[config.mk]
export PLATFORM = sky130hd
export DESIGN_NAME = pipeline_hazard_ctrl
export DESIGN_NICKNAME = d
export VERILOG_FILES = /design/src/rtl/pipeline_hazard_ctrl.sv
export SDC_FILE = /design/constraint.sdc
export NUM_CORES = 1
export LEC_CHECK = 0
export ABC_AREA = 1
export BUFFER_PORTS_ARGS = -buffer_cell sky130_fd_sc_hd__buf_4
export CAP_MARGIN = 10
export CORE_UTILIZATION = 47
export CTS_CLUSTER_DIAMETER = 120
export DETAILED_ROUTE_END_ITERATION = 10
export PLACE_DENSITY = 0.79
export SKIP_CTS_REPAIR_TIMING = 1
export SLEW_MARGIN = 20
export SYNTH_ARGS = -nofsm -noshare
export SYNTH_HDL_FRONTEND = slang
export SYNTH_SLANG_ARGS = --single-unit
[constraint.sdc]
create_clock -name clk_i -period 1.7 [get_ports clk_i]
set_input_delay 0.34 -clock clk_i [delete_from_list [all_inputs] [get_ports clk_i]]
set_output_delay 0.34 -clock clk_i [all_outputs]
set_load 0.03 [all_outputs]
[src/rtl/pipeline_hazard_ctrl.sv]
// Stall/flush controller for the 5-stage MIPS pipeline: load-use bubbles, branch/jump
// squashes, data-memory wait with timeout, and saturating stall/flush counters.
module pipeline_hazard_ctrl #(
   parameter int MEM_TIMEOUT = 15,
   parameter int CNT_W       = 16
) (
   input  logic             clk_i,
   input  logic             reset_i,
   input  logic             idex_MemRead_i,
   input  logic [4:0]       idex_Rt_i,
   input  logic [4:0]       ifid_Rs_i,
   input  logic [4:0]       ifid_Rt_i,
   input  logic             ifid_use_rs_i,
   input  logic             ifid_use_rt_i,
   input  logic             id_jump_i,
   input  logic             ex_branch_taken_i,
   input  logic             exmem_mem_req_i,
   input  logic             dmem_ready_i,
   output logic             pc_en_o,
   output logic             ifid_en_o,
   output logic             ifid_flush_o,
   output logic             idex_en_o,
   output logic             idex_flush_o,
   output logic             exmem_en_o,
   output logic             memwb_flush_o,
   output logic             mem_err_o,
   output logic [CNT_W-1:0] stall_cnt_o,
   output logic [CNT_W-1:0] flush_cnt_o
);

   typedef enum logic [1:0] {RUN, MEMWAIT, ERR} state_t;

   // wait_cnt counts stall cycles already completed, so the timeout fires at the end of
   // stall cycle MEM_TIMEOUT, i.e. when MEM_TIMEOUT-1 cycles have been completed before it.
   localparam logic [7:0]       LAST_WAIT = 8'(MEM_TIMEOUT - 1);
   localparam logic [CNT_W-1:0] CNT_MAX   = '1;

   state_t           state_q, state_d;
   logic [7:0]       wait_cnt_q, wait_cnt_d;
   logic             mem_err_q, mem_err_d;
   logic [CNT_W-1:0] stall_cnt_q, stall_cnt_d;
   logic [CNT_W-1:0] flush_cnt_q, flush_cnt_d;

   logic memStall;
   logic loadUse;

   assign memStall = exmem_mem_req_i & ~dmem_ready_i;
   assign loadUse  = idex_MemRead_i & (idex_Rt_i != 5'd0) &
                     ((ifid_use_rs_i & (ifid_Rs_i == idex_Rt_i)) |
                      (ifid_use_rt_i & (ifid_Rt_i == idex_Rt_i)));

   always_comb begin
      pc_en_o       = 1'b1;
      ifid_en_o     = 1'b1;
      ifid_flush_o  = 1'b0;
      idex_en_o     = 1'b1;
      idex_flush_o  = 1'b0;
      exmem_en_o    = 1'b1;
      memwb_flush_o = 1'b0;
      if (reset_i) begin
         pc_en_o       = 1'b0;
         ifid_en_o     = 1'b0;
         idex_en_o     = 1'b0;
         exmem_en_o    = 1'b0;
         ifid_flush_o  = 1'b1;
         idex_flush_o  = 1'b1;
         memwb_flush_o = 1'b1;
      end else if ((state_q == ERR) || memStall) begin
         pc_en_o       = 1'b0;
         ifid_en_o     = 1'b0;
         idex_en_o     = 1'b0;
         exmem_en_o    = 1'b0;
         memwb_flush_o = 1'b1;
      end else if (ex_branch_taken_i) begin
         ifid_flush_o = 1'b1;
         idex_flush_o = 1'b1;
      end else if (loadUse) begin
         pc_en_o      = 1'b0;
         ifid_en_o    = 1'b0;
         idex_flush_o = 1'b1;
      end else if (id_jump_i) begin
         ifid_flush_o = 1'b1;
      end
   end

   always_comb begin
      state_d    = state_q;
      wait_cnt_d = wait_cnt_q;
      mem_err_d  = mem_err_q;
      case (state_q)
         RUN: begin
            wait_cnt_d = 8'd0;
            if (memStall) begin
               if (LAST_WAIT == 8'd0) begin
                  state_d   = ERR;
                  mem_err_d = 1'b1;
               end else begin
                  state_d    = MEMWAIT;
                  wait_cnt_d = 8'd1;
               end
            end
         end
         MEMWAIT: begin
            if (dmem_ready_i || !exmem_mem_req_i) begin
               state_d    = RUN;
               wait_cnt_d = 8'd0;
            end else if (wait_cnt_q == LAST_WAIT) begin
               state_d    = ERR;
               wait_cnt_d = 8'd0;
               mem_err_d  = 1'b1;
            end else begin
               wait_cnt_d = wait_cnt_q + 8'd1;
            end
         end
         ERR:     state_d = ERR;
         default: state_d = RUN;
      endcase

      stall_cnt_d = stall_cnt_q;
      flush_cnt_d = flush_cnt_q;
      if (!pc_en_o && (stall_cnt_q != CNT_MAX)) stall_cnt_d = stall_cnt_q + CNT_W'(1);
      if (ifid_flush_o && (flush_cnt_q != CNT_MAX)) flush_cnt_d = flush_cnt_q + CNT_W'(1);
   end

   always_ff @(posedge clk_i) begin
      if (reset_i) begin
         state_q     <= RUN;
         wait_cnt_q  <= 8'd0;
         mem_err_q   <= 1'b0;
         stall_cnt_q <= '0;
         flush_cnt_q <= '0;
      end else begin
         state_q     <= state_d;
         wait_cnt_q  <= wait_cnt_d;
         mem_err_q   <= mem_err_d;
         stall_cnt_q <= stall_cnt_d;
         flush_cnt_q <= flush_cnt_d;
      end
   end

   assign mem_err_o   = mem_err_q;
   assign stall_cnt_o = stall_cnt_q;
   assign flush_cnt_o = flush_cnt_q;

endmodule

## Word-level counts from Yosys, hierarchy flattened

Cells that the tools add are included.

- Bits in registers: 43

- $add $sub $neg: 3
- Equal/unequal tests: 9
- Mux-type cells: 25
- Bitwise logic cells: 8
- Reduce and logical (&&, ||, !) cells: 11

Operator list:

| cell | number |
|---|---|
| adder 16 x 1 -> 16 bit (second input constant) | 2 |
| inequality test 16 bit (second input constant) | 2 |
| 2-to-1 mux 1 bit | 18 |
| 2-to-1 mux 8 bit | 2 |
| case mux 8 bit (2 select lines) | 1 |
| == test 5 bit | 2 |
| adder 8 x 1 -> 8 bit (second input constant) | 1 |
| == test 8 x 4 -> 1 bit (second input constant) | 1 |
| 2-to-1 mux 2 bit | 3 |
| case mux 2 bit (3 select lines) | 1 |
| bitwise AND 1 bit | 5 |
| nonzero test 5 bit | 1 |
| inequality test 3 bit (second input constant) | 1 |
| AND reduction 3 bit | 1 |
| == test 2 x 1 -> 1 bit (second input constant) | 1 |
| == test 2 bit (second input constant) | 1 |
| logical AND 1 bit | 2 |
| zero test 1 bit | 2 |
| zero test 2 bit | 1 |
| logical OR 1 bit | 2 |
| inequality test 2 bit (second input constant) | 1 |
| NOT 1 bit | 2 |
| AND reduction 2 bit | 1 |
| nonzero test 2 bit | 1 |
| bitwise OR 1 bit | 1 |

## Depth between registers and ports, before layout

Gate-level depths: netlist of the first run.

- Depth after elaboration: 10
- Gate-level depth with buffers: 13
- Gate-level depth less buffers: 13

## Worst setup path after synthesis of the first run

Ideal clock, no wire load.

- Kind: input to output
- Start point: input port exmem_mem_req_i
- End point: output port pc_en_o
- Arrival time: 1.749 ns
- Path slack: -0.389 ns
- Stages on the path: 8
- Cells stage by stage: inv_1 -> nor2_1 -> inv_1 -> nand2_1 -> nor2_1 -> nand2_1 -> inv_1 -> buf_4

- Longest elaborated chain between the ends: 4

RTL lines:

| element | RTL line | RTL |
|---|---|---|
| from (decl) | 17 | `input logic exmem_mem_req_i,` |
| bitwise AND 1 bit | 47 | `assign memStall = exmem_mem_req_i & ~dmem_ready_i;` |
| logical OR 1 bit | 68 | `end else if ((state_q == ERR) \|\| memStall) begin` |
| 2-to-1 mux 1 bit (2 in a row) | n/a |  |
| to (decl) | 19 | `output logic pc_en_o,` |

Every way passes these cells.

## Final worst setup path of the first run

- Start point: input port idex_Rt_i[1]
- End point: output port pc_en_o

- Longest elaborated chain between the ends: 8
- Elaborated cells on any way between the ends: 12
- Those cells by class: eq/ne: 2; mux: 4; bitwise: 5; reduce/logical: 1

RTL lines:

| element | RTL line | RTL |
|---|---|---|
| from (decl) | 10 | `input logic [4:0] idex_Rt_i,` |
| == test 5 bit, on equally long branches | 49, 50 |  |
| bitwise AND 1 bit, on equally long branches | 49, 50 |  |
| bitwise OR 1 bit | 49 | `((ifid_use_rs_i & (ifid_Rs_i == idex_Rt_i)) \|` |
| bitwise AND 1 bit * | 48 | `assign loadUse = idex_MemRead_i & (idex_Rt_i != 5'd0) &` |
| 2-to-1 mux 1 bit * | 77 | `end else if (loadUse) begin` |
| 2-to-1 mux 1 bit * | 74 | `end else if (ex_branch_taken_i) begin` |
| 2-to-1 mux 1 bit * | 68 |  |
| 2-to-1 mux 1 bit * | 60 | `if (reset_i) begin` |

Mark *: on every way between the ends. The rest lies on a longest branch, timed or not.

==> results of run 1 <==
-- cell families after synthesis --
kind of cell	count (synthesis)	synth area share [%]
XOR/XNOR	31	10.4
AO/OA/AOI/OAI	43	9.74
flip-flops	43	33.0
adder cells (fa/ha/maj)	4	1.92
buffers and inverters	56	9.02
AND/OR/NAND/NOR	211	35.9
-- sequential cells by signal, summed over array words and instances (netlist names) --
register	cells
stall_cnt_o	16
state_q	2
wait_cnt_q	8
mem_err_o	1
flush_cnt_o	16
-- worst max-delay path, stage by stage --
cell	delay, ns
buf_6	0.08
inv_2	0.04
nand2_1	0.07
nand2_1	0.05
nor2_1	0.15
nand3_1	0.13
nand2_2	0.13
nand3_4	0.10
nand2_4	0.10
inv_1	0.07
buf_4	0.17
-- metrics by stage --
step | power (uW) | hold slack, ns | util (%) | worst slack [ns] | cells
2_1_floorplan | 1260 | 0.426 | - | -0.0530 | 388
3_3_place_gp | 1380 | 0.444 | 64.0 | -0.0443 | 532
3_5_place_dp | 1390 | 0.452 | 64.0 | -0.0989 | 532
4_1_cts | 2150 | 0.323 | 66.1 | -0.0800 | 540
5_1_grt | 2340 | 0.351 | 72.6 | -0.159 | 552
6_report | 2250 | 0.337 | 72.6 | -0.0760 | 552
-- how the worst min path moves through the flow --
| stage | startpoint | end | slack (ns) | depth (start not counted) |
|---|---|---|---|---|
| finish | dmem_ready_i | state_q[0]$_SDFFE_PP0P_ | 0.34 | 4 |
| floorplan | state_q[0]$_SDFFE_PP0P_ | state_q[0]$_SDFFE_PP0P_ | 0.43 | 1 |
| global route | reset_i | flush_cnt_o[5]$_SDFFE_PP0P_ | 0.35 | 2 |
| detailed placement | wait_cnt_q[7]$_SDFFE_PP0P_ | wait_cnt_q[7]$_SDFFE_PP0P_ | 0.45 | 2 |
| CTS | dmem_ready_i | state_q[0]$_SDFFE_PP0P_ | 0.32 | 4 |
| global placement | mem_err_o$_SDFFE_PP0P_ | mem_err_o$_SDFFE_PP0P_ | 0.44 | 2 |
-- cell usage in the layout (no fill, tap or decap), drive strengths merged --
master / count
nor2: 41
inv: 45
clkbuf: 8
a2111oi: 1
a211oi: 2
nand3: 33
xor2: 20
ha: 4
o21ai: 5
dfxtp: 43
buf: 96
a21oi: 35
nand2: 117
nand4: 6
nor3b: 1
xnor2: 11
clkinv: 1
nor4: 5
nor3: 8
-- routing by layer --
metal  up-vias  share of wire [%]  global-route usage, %
met5         -                  0                      0
met4         0                2.1                   9.04
met3        16                3.5                   4.55
met2        75                 52                   43.3
met1      1381                 42                   27.8
li1       1424                  -                      -
-- cells in the mapped netlist, drive strengths merged --
master,count,area (um^2)
xor2,20,175
inv,45,169
a21oi,35,205
nor3,8,61.3
dfxtp,43,861
nand2,117,457
a2111oi,1,8.76
buf,7,51.3
ha,4,50.1
xnor2,11,96.3
nand3,33,165
a211oi,2,15.0
clkbuf,4,15.0
nor3b,1,7.51
nor2,41,161
nor4,5,31.3
nand4,6,52.6
o21ai,5,25.0
-- final cells by class --
class	count	area, um^2
tap	70	87.6
inverter	45	179
clock buffer	7	108
clock inverter	1	5.00
fill	376	1440
timing repair buffer	97	805
sequential	43	888
multi-input combinational	289	1730
-- power breakdown --
group | total (uW) | internal, uW | switching (uW) | leakage [uW]
Combinational | 413 | 177 | 236 | 0.00130
Sequential | 1050 | 1020 | 21.6 | 0.000355
Clock | 787 | 417 | 370 | 0.0000594
==> results.py, run 1 <==
metrics = {
    "floorplan": {
        "fp.dieArea_mm2": 0.00585,
        "io_pins": 64,
        "num_rows": 26,
        "initial_core_util_pct": 49.8,
        "dieHeight_um": 76.5,
        "die_w_um": 76.5,
        "core-area_mm2": 0.00524,
    },
    "timing": {
        "fin_crit_sh_pct": 104,
        "final_max_slew_viol_count": 0,
        "finalHoldViolations": 0,
        "worstMarginPinSlew_ns": 0.427,
        "min_period_ns": 1.78,
        "grt_setup_unrepaired": "true",
        "clock-skew-final_ns": 0.0166,
        "setup_violations": 4,
        "max_freq_mhz": 563,
        "fin_ws_ns": -0.0760,
        "final.setup.tns_ns": -0.198,
        "slew_headroom_pct": 71.3,
    },
    "global_routing": {
        "antenna_found_initial": 0,
        "grt_max_degree": 24,
        "grt.overflow.total": 0,
        "grt_pass1_wl_um": 11500,
        "grt_pass1_vias": 2719,
        "grt_usage_pct": 24.0,
    },
    "cts": {
        "cts_sinks": 43,
        "h-tree-depth": 2,
        "cts_tree": "done",
        "cts_made_buffers": 5,
        "cts_root_buffer": "clkbuf_8",
        "clk_path_buf_depth": 2,
        "clkLatencyLatePin_ns": 0.30,
        "cts.reportedPaths.clkPinSlew_ns": 0.08,
    },
    "logic_synthesis": {
        "syn_area_per_cell_um2": 6.72,
        "yosys_warnings": 0,
        "synthCells": 388,
        "yosysUniqueCellTypes": 28,
        "syn_nets": 416,
        "syn-cell-area_mm2": 0.00261,
        "synth-seq-cells": 43,
        "ys_seq_area_share_pct": 33.0,
    },
    "worst_setup_path": {
        "r2r-end": "flush_cnt_o[0]$_SDFFE_PP0P_",
        "startpoint_type": "primary input",
        "reg2regPathDepth": 10,
        "crit_arrival_ns": 1.44,
        "crit_fanout": 4,
        "endpoint_kind": "primary output",
        "r2r_start": "flush_cnt_o[1]$_SDFFE_PP0P_",
        "r2r_slack_ns": 0,
        "crit_start": "idex_Rt_i[1]",
        "crit_type": "in -> out",
        "cp-endpoint": "pc_en_o",
        "worst-endpoint-required_ns": 1.36,
    },
    "drt": {
        "vias": 2896,
        "first_pass_iters": 4,
        "via_per_inst": 5.25,
        "wl_um": 7550,
        "drc_errors": 0,
        "wl_per_cell_um": 13.7,
        "antenna_left": 0,
        "drt_iter0_drc": 141,
    },
    "run": {
        "cap_violations": 0,
    },
    "status": {
        "violations": "negative setup slack",
        "status": "finished, violations left",
    },
    "cells_and_area": {
        "final_area_mm2": 0.00380,
        "diodes": 0,
        "fin_nets": 509,
        "syn2layout_area_growth_pct": 45.8,
        "drive_gt1_share_pct": 38.0,
    },
    "placement": {
        "dp.final_hpwl_um": 4970,
        "place_congestion": 0.825,
        "portBuffers": 63,
        "place_area_mm2": 0.00335,
    },
    "pwr": {
        "pwr_density_cell_mw_per_mm2": 591,
        "ir_drop_v": 0.000495,
        "p_leak_uw": 0.00172,
    },
    "min_path": {
        "worstHoldPathType": "in -> reg",
    },
}
(Power assumes the default switching activity.)
==> inputs of run 2 (changes only) <==
Settings changed: CORE_MARGIN set to 2.
==> results.py, run 2 (synthesis gave the netlist of run 1 again) <==
metrics = {
    "cells_and_area": {
        "layout_common_cells": "nand2_1 (101), buf_4 (90), nor2_1 (39)",
        "syn2layout_area_growth_pct": 40.4,
        "mostFrequentLayoutCell": "nand2_1",
        "fin_nets": 510,
        "drive_gt1_share_pct": 35.0,
        "final_cell_count_no_fill": 555,
        "final_util_pct": 67.3,
        "diodes": 0,
    },
    "cts": {
        "cts_tree": "done",
        "cts_sinks": 43,
        "cts.reportedPaths.clkPinSlew_ns": 0.08,
        "clk_path_buf_depth": 2,
        "cts_made_buffers": 5,
        "clkLatencyLatePin_ns": 0.31,
        "cts_root_buffer": "clkbuf_8",
        "h-tree-depth": 2,
    },
    "status": {
        "status": "finished clean",
    },
    "pwr": {
        "internal_power_uw": 1480,
        "pwr_density_cell_mw_per_mm2": 568,
        "pwr-share-seq_pct": 50.2,
        "combPwrFrac_pct": 18.3,
        "p_switching_uw": 602,
        "ir_drop_v": 0.000537,
        "power_frac_clock_pct": 31.5,
        "p_leak_uw": 0.00166,
        "p_sw_share_pct": 28.9,
        "power.total_uw": 2080,
    },
    "worst_setup_path": {
        "endpoint_kind": "flop",
        "crit_arrival_ns": 1.89,
        "crit_fanout": 8,
        "worst-endpoint-required_ns": 1.93,
        "crit_type": "reg -> reg",
        "startpoint_type": "flop",
    },
    "drt": {
        "via_per_inst": 5.10,
        "first_pass_iters": 4,
        "drc_errors": 0,
        "wl_um": 6900,
        "vias": 2830,
        "antenna_left": 0,
        "drt_iter0_drc": 113,
        "wl_per_cell_um": 12.4,
    },
    "placement": {
        "place_ws_ns": -0.117,
        "place_congestion": 0.858,
        "dp.cells": 538,
        "dp.final_hpwl_um": 4960,
        "portBuffers": 63,
    },
    "timing": {
        "min_period_ns": 1.66,
        "final_max_slew_viol_count": 0,
        "clock-skew-final_ns": 0.0143,
        "worstMarginPinSlew_ns": 0.398,
        "slew_headroom_pct": 73.5,
        "fin_ws_ns": 0.0449,
        "finalHoldViolations": 0,
        "holdWs_ns": 0.249,
        "fin_crit_sh_pct": 97.4,
        "setup_violations": 0,
        "max_freq_mhz": 604,
        "grt_setup_unrepaired": "true",
    },
    "floorplan": {
        "initial_core_util_pct": 47.9,
        "die_w_um": 78.5,
        "fp.dieArea_mm2": 0.00616,
        "core-area_mm2": 0.00544,
        "num_rows": 27,
        "dieHeight_um": 78.5,
        "io_pins": 64,
    },
    "min_path": {
        "worstHoldPathType": "in -> reg",
    },
    "global_routing": {
        "grt_usage_pct": 22.5,
        "antenna_found_initial": 0,
        "grt_max_degree": 31,
        "grt_pass1_vias": 2577,
        "grt.overflow.total": 0,
        "grt_pass1_wl_um": 11200,
    },
    "run": {
        "cap_violations": 0,
    },
}
[run 2: worst max-delay path: stages, from the launching register on]
cell and delay [ns]:
dfxtp_4 0.36, ha_4 0.15, nand2_4 0.05, nor3_4 0.22
nand2_2 0.12, nor2_4 0.11, nand4_4 0.16, buf_6 0.20
nand3_2 0.05, nand2_1 0.05, nor2_1 0.10
[run 2: area by class of cell]
class | instances | area [um^2]
fill | 449 | 1780
multi-input combinational | 289 | 1650
sequential | 43 | 886
timing repair buffer | 98 | 774
inverter | 45 | 176
tap | 72 | 90.1
clock buffer | 6 | 72.6
clock inverter | 2 | 11.3
[run 2: path summary, 6_finish.rpt]
kind         cells past startpoint                        start                          end  slack [ns]
max reg2reg                     10  flush_cnt_o[0]$_SDFFE_PP0P_  flush_cnt_o[0]$_SDFFE_PP0P_        0.04
max                             10  flush_cnt_o[0]$_SDFFE_PP0P_  flush_cnt_o[0]$_SDFFE_PP0P_        0.04
min                              2                      reset_i      state_q[1]$_SDFFE_PP0P_        0.25
min reg2reg                      1      state_q[0]$_SDFFE_PP0P_      state_q[0]$_SDFFE_PP0P_        0.46
[run 2: through the flow]
stage	instance area [um^2]	TNS (ns)
after detailed placement	3370	-2.26
final	3660	0
after CTS	3460	-0.206
after global placement	3370	-0.699
after floorplan	2670	-0.413
after global routing	3660	-0.246
[run 2: routing by layer]
metal	global-route usage, %	part of all wire [%]	vias to the layer above
li1	-	-	1422
met1	26.6	42	1320
met2	39.6	52	77
met3	3.79	4.7	11
met4	10.9	1.5	0
met5	0	0	-
[run 2: power groups by stage]
stage	combinational (uW)	sequential (uW)	clock, uW
2_1_floorplan	164	1090	0
3_3_place_gp	324	1060	0
3_5_place_dp	331	1070	0
4_1_cts	332	1040	674
5_1_grt	413	1050	711
6_report	381	1040	656
==> inputs of run 3 (changes only) <==
Settings changed: REMOVE_ABC_BUFFERS set to 1, SKIP_CTS_REPAIR_TIMING 1 to not set.
==> results.py, run 3 (synthesis gave the netlist of run 1 again) <==
metrics = {
    "status": {
        "status": "finished, violations left",
        "violations": "negative setup slack",
    },
    "min_path": {
        "hold_depth": 4,
        "whs_endpoint": "state_q[0]$_SDFFE_PP0P_",
        "worstHoldPathType": "in -> reg",
        "holdCritStartpoint": "dmem_ready_i",
    },
    "pwr": {
        "p_switching_uw": 580,
        "combPwrFrac_pct": 16.1,
        "power_frac_clock_pct": 37.3,
        "internal_power_uw": 1660,
        "p_sw_share_pct": 25.9,
        "pwr_density_cell_mw_per_mm2": 608,
        "ir_drop_v": 0.000442,
        "pwr-share-seq_pct": 46.6,
        "p_leak_uw": 0.00168,
    },
    "worst_setup_path": {
        "r2r-end": "flush_cnt_o[6]$_SDFFE_PP0P_",
        "endpoint_kind": "flop",
        "cpPeakStageDelay_ns": 0.36,
        "worst-endpoint-required_ns": 1.88,
        "path_cells": "ha_4 -> nand2_4 -> nor3_4 -> nand2_2 -> nor2_4 -> nand4_4 -> buf_4 -> nand3_1 -> a21oi_2",
        "crit_family": "simple AND/OR/NAND/NOR gates",
        "crit_arrival_ns": 1.91,
        "r2r_slack_ns": -0.03,
        "crit_fanout": 5,
        "r2r_start": "flush_cnt_o[1]$_SDFFE_PP0P_",
        "path_buf_inv": 1,
        "reg2regPathDepth": 9,
        "worst_path_max_delay_cell": "dfxtp_2",
        "crit_start": "flush_cnt_o[1]$_SDFFE_PP0P_",
        "crit_type": "reg -> reg",
        "startpoint_type": "flop",
    },
    "timing": {
        "max_freq_mhz": 577,
        "worstMarginPinSlew_ns": 0.396,
        "finalHoldViolations": 0,
        "fin_ws_ns": -0.0320,
        "clock-skew-final_ns": 0.00698,
        "slew_headroom_pct": 73.6,
        "setup_violations": 7,
        "final.setup.tns_ns": -0.125,
        "final_max_slew_viol_count": 0,
        "grt_setup_unrepaired": "true",
        "min_period_ns": 1.73,
        "fin_crit_sh_pct": 102,
    },
    "cells_and_area": {
        "diodes": 0,
        "drive_gt1_share_pct": 31.2,
        "final_util_pct": 67.5,
        "syn2layout_area_growth_pct": 40.9,
        "layout_common_cells": "nand2_1 (108), buf_4 (95), inv_1 (41)",
        "fin_nets": 514,
        "mostFrequentLayoutCell": "nand2_1",
    },
    "floorplan": {
        "core-area_mm2": 0.00544,
        "initial_core_util_pct": 47.9,
        "io_pins": 64,
        "die_w_um": 78.5,
        "dieHeight_um": 78.5,
        "num_rows": 27,
        "fp.dieArea_mm2": 0.00616,
    },
    "global_routing": {
        "grt_usage_pct": 22.8,
        "grt_pass1_wl_um": 11400,
        "grt_max_degree": 33,
        "grt.overflow.total": 0,
        "grt_pass1_vias": 2646,
        "antenna_found_initial": 0,
    },
    "placement": {
        "dp.final_hpwl_um": 5090,
        "place_congestion": 0.875,
        "portBuffers": 63,
    },
    "drt": {
        "antenna_left": 0,
        "wl_um": 7340,
        "first_pass_iters": 5,
        "drt_iter0_drc": 152,
        "drc_errors": 0,
        "via_per_inst": 5.19,
        "vias": 2899,
        "wl_per_cell_um": 13.1,
    },
    "cts": {
        "clkLatencyLatePin_ns": 0.30,
        "cts_made_buffers": 5,
        "cts_root_buffer": "clkbuf_8",
        "cts_tree": "done",
        "cts_sinks": 43,
        "h-tree-depth": 2,
        "cts.reportedPaths.clkPinSlew_ns": 0.08,
        "clk_path_buf_depth": 2,
    },
    "run": {
        "cap_violations": 0,
    },
}
[run 3: cell types whose count changed in the layout (fill, tap and decap cells not counted), sizes merged]
cell    before  now
clkbuf       6    7
bufinv       0    1
inv         46   45
buf         98  101
[run 3: timing repair]
| item | in CTS | in global routing |
|---|---|---|
| endpoints found under the setup margin | 2 | 38 |
| hold buffers | 0 | 0 |
| gates cloned | 0 | 1 |
| hold endpoints to repair | 0 | 0 |
| resized for setup | 7 | 24 |
| setup buffers | 0 | 7 |
| pin swaps | 1 | 9 |
[run 3: area by class of cell]
cell class	instances	area (um^2)
clock inverters	2	35.0
fillers	449	1770
multi-input cells	289	1600
clock buffers	6	82.6
repair buffers	102	827
inverters	45	169
well taps	72	90.1
flip-flops and latches	43	867
[run 3: worst max path at each step]
stage                                        end  slack, ns  cells past startpoint
floorplan                              ifid_en_o      -0.72                      7
global placement                         pc_en_o       0.02                      9
detailed placement  flush_cnt_o[14]$_SDFFE_PP0P_      -0.02                     13
CTS                  stall_cnt_o[4]$_SDFFE_PP0P_      0.001                     10
global route        flush_cnt_o[15]$_SDFFE_PP0P_      -0.23                      8
finish               flush_cnt_o[6]$_SDFFE_PP0P_      -0.03                      9
[run 3: metrics by stage]
stage	worst slack (ns)	area [um^2]	std cells	hold slack (ns)	power, uW
global placement	0.0223	3360	543	0.435	1380
finish	-0.0320	3670	559	0.344	2230
CTS	0.00135	3500	551	0.317	2220
detailed placement	-0.0170	3360	543	0.447	1380
global route	-0.232	3670	559	0.363	2340
floorplan	-0.717	2540	377	0.402	1220
[run 3: power by group through the flow]
| stage | Combinational (uW) | Clock, uW | Sequential (uW) |
|---|---|---|---|
| 6_report | 359 | 833 | 1040 |
| 5_1_grt | 391 | 905 | 1040 |
| 4_1_cts | 333 | 850 | 1030 |
| 3_5_place_dp | 326 | 0 | 1060 |
| 3_3_place_gp | 319 | 0 | 1060 |
| 2_1_floorplan | 130 | 0 | 1090 |
[run 3: worst reg2reg max path, delay by kind of cell, from the launching register on]
kind	cells	cell delay [ns]
AND/OR/NAND/NOR	6	0.81
AO/OA/AOI/OAI	1	0.06
flip-flops	1	0.36
adder cells (fa/ha/maj)	1	0.15
buffers and inverters	1	0.22
[run 3: layer usage]
layer  up-vias  track usage, %  part of all wire (%)
li1       1432               -                     -
met1      1321            26.3                    40
met2       119            41.4                    49
met3        27            5.52                   7.1
met4         0            7.19                   3.2
met5         -               0                     0
